## config.mk

```make
export PLATFORM = sky130hd
export DESIGN_NAME = ecc_arb3
export DESIGN_NICKNAME = d
export VERILOG_FILES = /design/src/rtl/ecc_arb_pkg.sv /design/src/rtl/ecc_arb3_rr_pick3.sv /design/src/rtl/ecc_arb3.sv
export SDC_FILE = /design/constraint.sdc
export NUM_CORES = 1
export LEC_CHECK = 0
export BUFFER_PORTS_ARGS = -buffer_cell sky130_fd_sc_hd__buf_2
export CAP_MARGIN = 15
export CORE_UTILIZATION = 56
export CTS_CLUSTER_DIAMETER = 80
export DETAILED_ROUTE_END_ITERATION = 16
export PLACE_DENSITY = 0.89
export SLEW_MARGIN = 20
export SYNTH_ARGS = -nofsm -noshare
export SYNTH_HDL_FRONTEND = slang
export SYNTH_SLANG_ARGS = --single-unit
```

## constraint.sdc

```tcl
create_clock -name clk -period 4.4 [get_ports clk]
set_input_delay 0.66 -clock clk [delete_from_list [all_inputs] [get_ports clk]]
set_output_delay 0.66 -clock clk [all_outputs]
set_load 0.01 [all_outputs]
```

## src/rtl/ecc_arb_pkg.sv

```systemverilog
// Shared definitions for the three-channel ECC arbiter: state encoding,
// channel count and index width, and a modulo-3 channel increment.
package ecc_arb_pkg;

    localparam int NUM_CH = 3;
    localparam int CH_W   = 2;

    typedef enum logic [1:0] {
        ST_IDLE    = 2'd0,
        ST_BUSY    = 2'd1,
        ST_RELEASE = 2'd2
    } arb_state_t;

    // (a + b) mod NUM_CH; a may be up to 3 and b up to 2, so one fold suffices
    function automatic logic [CH_W-1:0] ch_add(input logic [CH_W-1:0] a,
                                               input logic [CH_W-1:0] b);
        logic [CH_W:0] s;
        s = {1'b0, a} + {1'b0, b};
        if (s >= (CH_W+1)'(NUM_CH)) s = s - (CH_W+1)'(NUM_CH);
        return s[CH_W-1:0];
    endfunction

endpackage

```

## src/rtl/ecc_arb3_rr_pick3.sv

```systemverilog
// Combinational round-robin picker: first requester found scanning
// ptr, ptr+1, ptr+2 (mod 3). Returns a one-hot winner and its index.
module rr_pick3
    import ecc_arb_pkg::*;
(
    input  logic [NUM_CH-1:0] req,
    input  logic [CH_W-1:0]   ptr,
    output logic [NUM_CH-1:0] winner,
    output logic [CH_W-1:0]   index
);

    logic [CH_W-1:0] cand;
    logic            found;

    // Scan from the pointer and keep the first set request bit
    always_comb begin
        winner = '0;
        index  = '0;
        found  = 1'b0;
        cand   = '0;
        for (int off = 0; off < NUM_CH; off++) begin
            cand = ch_add(ptr, CH_W'(off));
            if (!found && req[cand]) begin
                found        = 1'b1;
                winner[cand] = 1'b1;
                index        = cand;
            end
        end
    end

endmodule

```

## src/rtl/ecc_arb3.sv

```systemverilog
// Round-robin arbiter/sequencer sharing one error-correction unit among
// three residue-channel detectors.
// Optional feature macro: ECC_ARB_TIMEOUT_EN (BUSY timeout, sticky flag).
//
// state      | meaning
// -----------+-----------------------------------------------------------
// ST_IDLE    | unit free, grant = 0, waiting for any request
// ST_BUSY    | grant held, waiting for corr_done (or timeout expiry)
// ST_RELEASE | one-cycle gap after ack so the requester can drop req
module ecc_arb3
    import ecc_arb_pkg::*;
#(
    parameter int CNT_W = 8,
    parameter int TMO_W = 6
) (
    input  logic              clk,
    input  logic              reset,
    input  logic [NUM_CH-1:0] req,
    input  logic              corr_done,
    input  logic              corr_fail,
    output logic              any_req,
    output logic [NUM_CH-1:0] grant,
    output logic              corr_start,
    output logic [CH_W-1:0]   corr_sel,
    output logic [NUM_CH-1:0] ack,
    output logic [CNT_W-1:0]  fail_cnt,
    output logic              timeout
);

    arb_state_t        state;
    logic [CH_W-1:0]   ptr;
    logic [NUM_CH-1:0] pick_win;
    logic [CH_W-1:0]   pick_idx;
    logic              tmo_hit;
    logic              finish;
    logic              fin_fail;

    rr_pick3 u_pick (
        .req    (req),
        .ptr    (ptr),
        .winner (pick_win),
        .index  (pick_idx)
    );

`ifdef ECC_ARB_TIMEOUT_EN
    // Expiry fires on the BUSY cycle whose increment would reach all-ones
    localparam logic [TMO_W-1:0] TMO_LAST = TMO_W'((1 << TMO_W) - 2);

    logic [TMO_W-1:0] tmo_cnt;

    // A real corr_done in the expiry cycle takes precedence over the timeout
    assign tmo_hit = (state == ST_BUSY) && !corr_done && (tmo_cnt == TMO_LAST);

    // Count BUSY cycles without completion; idle clears it ahead of each grant
    always_ff @(posedge clk) begin
        if (reset)
            tmo_cnt <= '0;
        else if (state == ST_IDLE)
            tmo_cnt <= '0;
        else if (state == ST_BUSY && !corr_done)
            tmo_cnt <= tmo_cnt + TMO_W'(1);
    end

    // Sticky timeout flag, cleared only by reset
    always_ff @(posedge clk) begin
        if (reset)
            timeout <= 1'b0;
        else if (tmo_hit)
            timeout <= 1'b1;
    end
`else
    assign tmo_hit = 1'b0;
    assign timeout = 1'b0;
`endif

    assign finish   = (state == ST_BUSY) && (corr_done || tmo_hit);
    assign fin_fail = corr_done ? corr_fail : 1'b1;

    // Registered any-request flag for the stall logic, independent of the FSM
    always_ff @(posedge clk) begin
        if (reset)
            any_req <= 1'b0;
        else
            any_req <= |req;
    end

    // Arbitration/sequencing FSM with registered outputs
    always_ff @(posedge clk) begin
        if (reset) begin
            state      <= ST_IDLE;
            grant      <= '0;
            corr_sel   <= '0;
            corr_start <= 1'b0;
            ack        <= '0;
            fail_cnt   <= '0;
            ptr        <= '0;
        end else begin
            corr_start <= 1'b0;
            ack        <= '0;
            unique case (state)
                ST_IDLE: begin
                    if (|req) begin
                        state      <= ST_BUSY;
                        grant      <= pick_win;
                        corr_sel   <= pick_idx;
                        corr_start <= 1'b1;
                    end
                end
                ST_BUSY: begin
                    if (finish) begin
                        state <= ST_RELEASE;
                        ack   <= grant;
                        grant <= '0;
                        ptr   <= ch_add(corr_sel, CH_W'(1));
                        if (fin_fail && (fail_cnt != '1))
                            fail_cnt <= fail_cnt + CNT_W'(1);
                    end
                end
                ST_RELEASE: begin
                    state <= ST_IDLE;
                end
                default: begin
                    state <= ST_IDLE;
                end
            endcase
        end
    end

endmodule

```

==> flow_summary.json <==
{
  "vias": 997,
  "clk_path_buf_depth": 2,
  "gp_congestion": 0.8362,
  "power_mw": 0.3716,
  "grt-ovfl-total": 0,
  "finalSetupViolCount": 0,
  "syn2layout_area_growth_pct": 12.80,
  "post-cts-setup-buffer-count": 0,
  "syn_inst": 131,
  "ant_nets": 0,
  "powerDensity_nw_per_um2": 288.1,
  "fin_crit_ns": 1.828,
  "hpwlAfterDp_mm": 1.740,
  "required_ns": 4.63,
  "p_clk_share_pct": 23.7,
  "fmax_mhz": 547.2,
  "p_sw_mw": 0.1016,
  "syn_area_um2": 1144,
  "fin_worst_skew_ns": 0.003148,
  "cp.arrival_ns": 2.06,
  "hold_class": "flop to flop",
  "ys_async_sr_fraction_pct": 0,
  "clk_latency_ns": 0.30,
  "yosysTopAreaCell": "dfxtp_1",
  "slowest_delay_ns": 0.42,
  "ys_warn_count": 0,
  "ys_seq_elements": 22,
  "cts-root-buf": "clkbuf_4",
  "postCtsHoldBufs": 0,
  "ys.flop_type": "dfxtp_1",
  "routed_via_density": 5.633,
  "grtUsageTotal_pct": 22.42,
  "placementRows": 15,
  "vdd_ir_drop_max_v": 0.0001727,
  "dieHeight_um": 47.19,
  "synth_edf_count": 0,
  "dp.cells": 174,
  "path_cells": "inv_1 -> ha_1 -> nor3b_1 -> a32oi_1 -> o22ai_1 -> a221oi_2 -> o21ai_0",
  "status": "finished clean",
  "route.detailed.drc": 0,
  "grt_pass1_wl_mm": 3.477,
  "grt_pass1_vias": 790,
  "core_area_um2": 1821,
  "cts_sinks": 22,
  "period_share_pct": 41.53,
  "finalNonFillerCells": 177,
  "ios": 26,
  "start_kind": "flop",
  "drive_above_1_share_pct": 23.03,
  "cap_violations": 0,
  "pwr-share-seq_pct": 58.0,
  "pwr-share-comb_pct": 18.3,
  "post_dp_cell_area_um2": 1267,
  "critPathCaptureType": "flop",
  "power_leakage_nw": 0.5576,
  "wl_per_cell_um": 12.75,
  "final_area_um2": 1290,
  "synth_cell_type_count": 43,
  "numPortBuffers": 24,
  "yosysSeqAreaShare_pct": 38.51,
  "cts_tree": "yes",
  "finalSetupTns_ns": 0,
  "grt_max_degree": 19,
  "cts_made_buffers": 3,
  "drt_pass1_iterations": 4,
  "post_cts_resized": 0,
  "antenna_found_initial": 0,
  "yosys.area.top_type_share_pct": 38.51,
  "syn_nets": 144,
  "start_util_pct": 62.82,
  "htreeDepth": 1,
  "drt_iter0_markers": 27,
  "utilization_pct": 70.86,
  "slew_viol_final": 0,
  "wirelength_mm": 2.257,
  "crit_type": "flop to flop",
  "diodes": 0,
  "clk_pin_slew_ns": 0.11,
  "nets": 167,
  "rsz0062_at_grt": "false",
  "fillers": 153,
  "die_area_um2": 2227,
  "synth_area_per_cell_um2": 8.730,
  "final-hold-violation-count": 0,
  "p_int_mw": 0.2700,
  "ys_top_cells_by_area": "dfxtp_1 39%, ha_1 6.6%, nor2_1 5.3%",
  "die_w_um": 47.19,
  "slowest_stage": "dfxtp_1",
  "crit_fanout": 10,
  "p_sw_share_pct": 27.35
}
cell type report:
class | instances | area [um^2] | share of cell area, %
clock buffer | 3 | 22.52 | 1.746
inverter | 11 | 41.29 | 3.201
multi-input combinational | 92 | 634.4 | 49.18
sequential | 22 | 440.4 | 34.14
tap | 25 | 31.28 | 2.425
timing repair buffer | 24 | 120.1 | 9.311
final timing paths:
| check | start | endpoint | slack [ns] | depth (start not counted) |
|---|---|---|---|---|
| setup / recovery | ptr[0]$_SDFFE_PP0P_ | grant[0]$_SDFFE_PP0P_ | 2.57 | 7 |
| hold / removal | grant[1]$_SDFFE_PP0P_ | grant[1]$_SDFFE_PP0P_ | 0.49 | 2 |
| setup reg to reg | ptr[0]$_SDFFE_PP0P_ | grant[0]$_SDFFE_PP0P_ | 2.57 | 7 |
| hold reg to reg | grant[1]$_SDFFE_PP0P_ | grant[1]$_SDFFE_PP0P_ | 0.49 | 2 |
cell usage in the layout, fill, tap and decap left out, types with 4 or more instances in the layout:
master    instances
buf_2            24
dfxtp_1          22
nor2_1           16
inv_1            11
nand2_1           6
o21ai_0           6
ha_1              6
nand3_1           5
nand3b_1          4
nor3_1            4
mux2i_1           4
xnor2_1           4
a21oi_1           4
power by group through the flow:
stage	sequential, mW	combinational (mW)	clock [mW]
floorplan	0.222	0.0466	0
global placement	0.219	0.0653	0
detailed placement	0.220	0.0684	0
CTS	0.215	0.0684	0.0882
global route	0.217	0.0755	0.0952
finish	0.216	0.0681	0.0879
through the flow:
stage / setup slack, ns / hold slack (ns)
floorplan: 2.726 / 0.4913
global placement: 2.661 / 0.4579
detailed placement: 2.505 / 0.4744
CTS: 2.560 / 0.4918
global route: 2.436 / 0.5195
finish: 2.573 / 0.4932
cells in the mapped netlist, types with 2 or more instances:
| cell type | count |
|---|---|
| clkbuf_1 | 4 |
| inv_1 | 11 |
| mux2i_1 | 4 |
| ha_1 | 6 |
| o21ai_0 | 6 |
| nor3_1 | 4 |
| nand3_1 | 5 |
| dfxtp_1 | 22 |
| xnor2_1 | 4 |
| nand2_1 | 6 |
| o22ai_1 | 2 |
| nand3b_1 | 4 |
| a22oi_1 | 2 |
| a32oi_1 | 2 |
| nor2_1 | 16 |
| and2_1 | 3 |
| a21oi_1 | 4 |
routing by layer:
metal	GRT usage, %	vias to the layer above	routed length [um]
li1	-	500	-
met1	26.23	467	1031
met2	40.83	26	1135
met3	2.308	4	58
met4	10.29	0	32
met5	0	-	0
sequential cells by signal, indices dropped and copies added, names as in the netlist:
name	flops
ptr	2
corr_start	1
corr_sel	2
fail_cnt	8
any_req	1
grant	3
state	2
ack	3
worst max-delay path: cells and delay by family (launching register included):
family | cells | cell delay (ns)
adders and majority gates | 1 | 0.42
DFF | 1 | 0.42
AOI/OAI and AO/OA | 4 | 0.53
and+or+nand+nor | 1 | 0.29
buffers and inverters | 1 | 0.09
cell families (layout without fill, tap and decap cells):
| group | count (synthesis) | after routing | share of synthesized area (%) |
|---|---|---|---|
| other | 1 | 1 | 0.3279 |
| multiplexers | 5 | 5 | 4.486 |
| adder cells (fa/ha/maj) | 6 | 6 | 6.564 |
| AND/OR/NAND/NOR | 51 | 51 | 24.84 |
| buffers and inverters | 17 | 38 | 6.017 |
| XOR/XNOR | 5 | 5 | 3.829 |
| AO/OA/AOI/OAI | 24 | 24 | 15.43 |
| flip-flops | 22 | 22 | 38.51 |
Power figures use the tool's default switching activity.
